## src/rtl/hazard_scoreboard_pkg.sv

```systemverilog
// Shared processor constants: opcode/funct encodings, issue latency and the
// pending-count threshold that forces an ID-stage stall.
package hazard_scoreboard_pkg;

  // Cycles from issue until the result is readable in ID (write-then-read RF).
  localparam int unsigned IssueCnt    = 3;
  // A source whose countdown is at or above this value is not yet readable.
  localparam int unsigned StallThresh = 2;

  localparam logic [5:0] OpSpecial = 6'b000000;
  localparam logic [5:0] OpRegimm  = 6'b000001;
  localparam logic [5:0] OpJ       = 6'b000010;
  localparam logic [5:0] OpJal     = 6'b000011;
  localparam logic [5:0] OpBeq     = 6'b000100;
  localparam logic [5:0] OpBne     = 6'b000101;
  localparam logic [5:0] OpBlez    = 6'b000110;
  localparam logic [5:0] OpBgtz    = 6'b000111;
  localparam logic [5:0] OpAddi    = 6'b001000;
  localparam logic [5:0] OpAndi    = 6'b001100;
  localparam logic [5:0] OpOri     = 6'b001101;
  localparam logic [5:0] OpXori    = 6'b001110;
  localparam logic [5:0] OpLb      = 6'b100000;
  localparam logic [5:0] OpLh      = 6'b100001;
  localparam logic [5:0] OpLw      = 6'b100011;
  localparam logic [5:0] OpSb      = 6'b101000;
  localparam logic [5:0] OpSh      = 6'b101001;
  localparam logic [5:0] OpSw      = 6'b101011;

  localparam logic [5:0] FnJr      = 6'b001000;

  // Link register written by jal.
  localparam logic [4:0] RegRa     = 5'd31;

  typedef struct packed {
    logic       use_rs;
    logic       use_rt;
    logic       wr_en;
    logic [4:0] wr_reg;
  } reg_use_t;

endpackage

```

## src/rtl/hazard_scoreboard_reg_use_decode.sv

```systemverilog
// Register-usage decoder: which source fields an instruction reads and which
// register (if any) it writes.
module reg_use_decode
  import hazard_scoreboard_pkg::*;
(
  input  logic [5:0] Opcode,
  input  logic [5:0] Funct,
  input  logic [4:0] Rt,
  input  logic [4:0] Rd,
  output logic       UseRs,
  output logic       UseRt,
  output logic       WrEn,
  output logic [4:0] WrReg
);

  reg_use_t dec;

  // Decode opcode class into source usage and destination.
  always_comb begin
    dec = '0;
    unique case (Opcode)
      OpSpecial: begin
        dec.use_rs = 1'b1;
        if (Funct != FnJr) begin
          dec.use_rt = 1'b1;
          dec.wr_en  = 1'b1;
          dec.wr_reg = Rd;
        end
      end
      OpAddi, OpAndi, OpOri, OpXori, OpLw, OpLb, OpLh: begin
        dec.use_rs = 1'b1;
        dec.wr_en  = 1'b1;
        dec.wr_reg = Rt;
      end
      OpSw, OpSb, OpSh, OpBeq, OpBne: begin
        dec.use_rs = 1'b1;
        dec.use_rt = 1'b1;
      end
      OpRegimm, OpBlez, OpBgtz: begin
        dec.use_rs = 1'b1;
      end
      OpJal: begin
        dec.wr_en  = 1'b1;
        dec.wr_reg = RegRa;
      end
      default: ;
    endcase
  end

  assign UseRs = dec.use_rs;
  assign UseRt = dec.use_rt;
  assign WrEn  = dec.wr_en;
  assign WrReg = dec.wr_reg;

endmodule

```

## src/rtl/hazard_scoreboard.sv

```systemverilog
// Per-register countdown scoreboard for RAW hazard detection in ID. Stalls the
// front end while any used source is still in flight, and counts stall cycles.
module hazard_scoreboard
  import hazard_scoreboard_pkg::*;
#(
  parameter int unsigned NUM_REGS  = 32,
  parameter int unsigned ISSUE_CNT = IssueCnt,
  parameter int unsigned STALL_CW  = 16
) (
  input  logic                Clk,
  input  logic                Rst,
  input  logic [31:0]         Instruction,
  input  logic                IDValid,
  input  logic                Flush,
  output logic                Stall,
  output logic                PCWrite,
  output logic                IFIDWrite,
  output logic                IDEXBubble,
  output logic                IFIDFlush,
  output logic [STALL_CW-1:0] StallCount
);

  localparam int unsigned PendW = ISSUE_CNT;

  logic [NUM_REGS-1:0][PendW-1:0] pend_q, pend_d;
  logic [STALL_CW-1:0]            cnt_q, cnt_d;

  logic [4:0] rs, rt;
  logic       use_rs, use_rt, wr_en;
  logic       rs_busy, rt_busy;
  logic [4:0] wr_reg;
  logic       issue;
  logic       unused_shamt;

  assign rs           = Instruction[25:21];
  assign rt           = Instruction[20:16];
  assign unused_shamt = ^Instruction[10:6];

  reg_use_decode u_reg_use_decode (
    .Opcode (Instruction[31:26]),
    .Funct  (Instruction[5:0]),
    .Rt     (rt),
    .Rd     (Instruction[15:11]),
    .UseRs  (use_rs),
    .UseRt  (use_rt),
    .WrEn   (wr_en),
    .WrReg  (wr_reg)
  );

  // A used, nonzero source with countdown >= threshold is not yet readable.
  always_comb begin
    rs_busy = 1'b0;
    rt_busy = 1'b0;
    if (use_rs && (rs != '0) && (32'(rs) < NUM_REGS)) begin
      rs_busy = (pend_q[rs] >= PendW'(StallThresh));
    end
    if (use_rt && (rt != '0) && (32'(rt) < NUM_REGS)) begin
      rt_busy = (pend_q[rt] >= PendW'(StallThresh));
    end
  end

  // Rst gates Stall directly so a mid-stall reset drops it without an edge.
  assign Stall      = ~Rst & IDValid & ~Flush & (rs_busy | rt_busy);
  assign PCWrite    = ~Stall;
  assign IFIDWrite  = ~Stall;
  assign IDEXBubble = Stall | Flush;
  assign IFIDFlush  = Flush;
  assign StallCount = cnt_q;

  assign issue = IDValid & ~Flush & ~Stall;

  // Countdowns decrement every edge; an issuing writer reloads its destination.
  always_comb begin
    pend_d = '0;
    for (int unsigned r = 1; r < NUM_REGS; r++) begin
      if (pend_q[r] != '0) begin
        pend_d[r] = pend_q[r] - PendW'(1);
      end
      if (issue && wr_en && (wr_reg != '0) && (32'(wr_reg) == r)) begin
        pend_d[r] = PendW'(ISSUE_CNT);
      end
    end
  end

  // Saturating stall-cycle counter.
  always_comb begin
    cnt_d = cnt_q;
    if (Stall && (cnt_q != '1)) begin
      cnt_d = cnt_q + STALL_CW'(1);
    end
  end

  // State registers with asynchronous active-high reset.
  always_ff @(posedge Clk or posedge Rst) begin
    if (Rst) begin
      pend_q <= '0;
      cnt_q  <= '0;
    end else begin
      pend_q <= pend_d;
      cnt_q  <= cnt_d;
    end
  end

endmodule

```

## config.mk

```make
export PLATFORM = sky130hd
export DESIGN_NAME = hazard_scoreboard
export DESIGN_NICKNAME = d
export VERILOG_FILES = /design/src/rtl/hazard_scoreboard_pkg.sv /design/src/rtl/hazard_scoreboard_reg_use_decode.sv /design/src/rtl/hazard_scoreboard.sv
export SDC_FILE = /design/constraint.sdc
export NUM_CORES = 1
export LEC_CHECK = 0
export BUFFER_PORTS_ARGS = -buffer_cell sky130_fd_sc_hd__buf_2
export CAP_MARGIN = 25
export CORE_ASPECT_RATIO = 0.9
export CORE_MARGIN = 2
export CORE_UTILIZATION = 51
export CTS_CLUSTER_SIZE = 10
export DETAILED_ROUTE_END_ITERATION = 8
export PLACE_DENSITY = 0.75
export SLEW_MARGIN = 20
export SYNTH_ARGS = -nofsm -noshare
export SYNTH_HDL_FRONTEND = slang
export SYNTH_SLANG_ARGS = --single-unit
```

## constraint.sdc

```tcl
create_clock -name Clk -period 6.2 [get_ports Clk]
set_input_delay 0.31 -clock Clk [delete_from_list [all_inputs] [get_ports Clk]]
set_output_delay 0.31 -clock Clk [all_outputs]
set_load 0.01 [all_outputs]
```

==> results_dict.tcl <==
set metrics [dict create \
    status "finished with violations" \
    violations "design-rule violations" \
    core-area_sq_mm 0.01033 \
    grt_pass1_wl_microns 20140 \
    grt_max_degree 57 \
    drc 4 \
    hpwl_microns 8442 \
    crit_path_frequent_cell "nor2_1" \
    rsz0062_at_grt "false" \
    netlist_top_cells_count "109 x dfrtp_1, 46 x nor2_1, 35 x a21oi_1" \
    period_minus_slack_ns 3.069 \
    io_buffers 51 \
    fmax_ghz 0.3259 \
    grt-ovfl-total 0 \
    synth_top_area_share_pct 50.08 \
    root_buffer "clkbuf_16" \
    period_share_pct 49.50 \
    endpoint_kind "output port" \
    startpoint_type "flop" \
    grtUsageMet2_pct 35.50 \
    ys_seq_area_share_pct 50.08 \
    tightest_slew_ns 0.9330 \
    die_height_microns 102.0 \
    regArea_sq_mm 0.002728 \
    cap_viol_max_count 0 \
    async_flop_share_pct 100.0 \
    skew_ns 0.007595 \
    yosys_register_bits 109 \
    hold_buffers 0 \
    cts_tree "done" \
    wire_per_inst_microns 18.34 \
    antenna_found_initial 0 \
    use_met3_pct 3.915 \
    synth_top_area_cell "dfrtp_1" \
    synth_area_leaders "dfrtp_1 50%, o221a_2 6.0%, nor3b_1 4.5%" \
    synthMostInstantiatedCell "dfrtp_1" \
    met1_usage_pct 31.21 \
    setup_violations 0 \
    path_max_fanout 20 \
    via_count 4328 \
    final.fill_count 841 \
    antennaDiodeCount 0 \
    cts_htree_levels 3 \
    finalPower_mw 1.458 \
    multi_input_area_sq_mm 0.002534 \
    ant_nets 0 \
    cts_setup_buffers 0 \
    dr.first_iter.drc_count 383 \
    ys_warn_count 0 \
    synth_area_sq_mm 0.005446 \
    cp_top_family "simple AND/OR/NAND/NOR gates" \
    slew_headroom_pct 37.62 \
    worstSetupPathType "reg2out" \
    fin_nets 576 \
    path_cells "nor2_1 > mux4_2 > nor2_1 > nor4_1 > o21ai_0 > a32oi_2 > buf_4 > nor2_1 > or2_2 > buf_2" \
    drive_gt1_share_pct 22.61 \
    wl_microns 12340 \
    fin_setup_tns_ns 0 \
    clock_path_buffers 2 \
    peakVddDrop_mv 0.1444 \
    clk_latency_ns 0.35 \
    dieArea_sq_mm 0.01152 \
    avgSynthCellArea_sq_um 10.85 \
    p_leak_nw 2.658 \
    postCtsResizedCells 0 \
    die_x_microns 112.9 \
    track_usage_pct 22.09 \
    via_per_inst 6.431 \
    dr.pass1.iters 6 \
    arrival_ns 2.76 \
    slowest_stage "dfrtp_1" \
    yosys_most_used_dff "dfrtp_1" \
    hold_path.class "in2async" \
    gp_congestion 0.8635 \
    busiest_layer "met2" \
    synth_nets 539 \
    initial_core_util_pct 52.70 \
    io_pins 57 \
    grt_pass1_vias 4022 \
    clock_sinks 109 \
    critPathRequiredTime_ns 5.89 \
    power_density_mw_per_mm2 240.5 \
    slowest_delay_ns 0.41 \
    clk_pin_slew_ns 0.07 \
    slew_violations 0 \
    synth-edff-count 0 \
    hold_viol_final 0 \
    synthDistinctLibCells 58 \
    postSynthCellCount 502 \
    placement_rows 35 \
    cp_num_buf_inv 2 \
    utilization_pct 58.64 \
    numCtsBuffers 9 \
    area_growth_pct 11.28 \
]
power breakdown:
part	internal [mW]	switching (mW)
Clock	0.366	0.260
Combinational	0.0353	0.0691
Sequential	0.717	0.00909
Total	1.12	0.339
flip-flops by register name, indices dropped and copies added, names as in the netlist:
register and count:
pend_q 93, StallCount 16
cell type report:
cell class                 count  area share (%)
tap                          129           2.663
multi-input combinational    356           41.80
clock buffer                  11           4.005
timing repair buffer          54           4.583
inverter                       9          0.5987
clock inverter                 5           1.342
sequential                   109           45.00
routing by layer:
metal | wire [microns] | vias up
li1 | - | 2021
met3 | 564 | 11
met4 | 133 | 0
met1 | 5760 | 2192
met2 | 5881 | 104
met5 | 0 | -
cells by family after synthesis:
| group | Yosys count | share of synthesized area, % |
|---|---|---|
| flops | 109 | 50.08 |
| xor+xnor | 15 | 2.412 |
| fa+ha+maj | 1 | 0.2297 |
| simple gates | 160 | 17.00 |
| mux | 11 | 4.112 |
| buf+inv | 37 | 3.538 |
| compound gates | 169 | 22.63 |
final timing paths:
path / start / to / slack (ns) / depth (start not counted)
min reg2reg: StallCount[10] / StallCount[10] / 0.48 / 1
max reg2reg: pend_q[4] / pend_q[14] / 3.21 / 9
min: Rst / StallCount[5] / 0.08 / 2
max in group asynchronous: Rst / pend_q[63] / 4.97 / 3
min in group Clk: Rst / StallCount[9] / 0.45 / 5
max: pend_q[55] / IDEXBubble / 3.13 / 10
per-stage QoR:
step | instance area, sq um | worst slack, ns | instances | hold WS (ns)
2_1_floorplan | 5446 | 1.802 | 502 | 0.4886
5_1_grt | 6061 | 2.947 | 673 | 0.1453
6_report | 6061 | 3.131 | 673 | 0.08493
3_3_place_gp | 5737 | 3.009 | 657 | 0.4638
4_1_cts | 6061 | 3.128 | 673 | 0.1099
3_5_place_dp | 5737 | 2.930 | 657 | 0.4680
cells in the final DEF (no fill, tap or decap), types with 12 or more instances in the layout:
master / Yosys / layout
a21oi_1: 35 / 35
dfrtp_1: 109 / 109
o22ai_1: 33 / 33
nor3_1: 15 / 15
o221a_2: 29 / 29
nor2_1: 46 / 46
nor3b_1: 33 / 33
o21ai_0: 34 / 34
xor2_1: 12 / 12
buf_2: 13 / 51
nand2_1: 17 / 17
(Power assumes the default switching activity.)
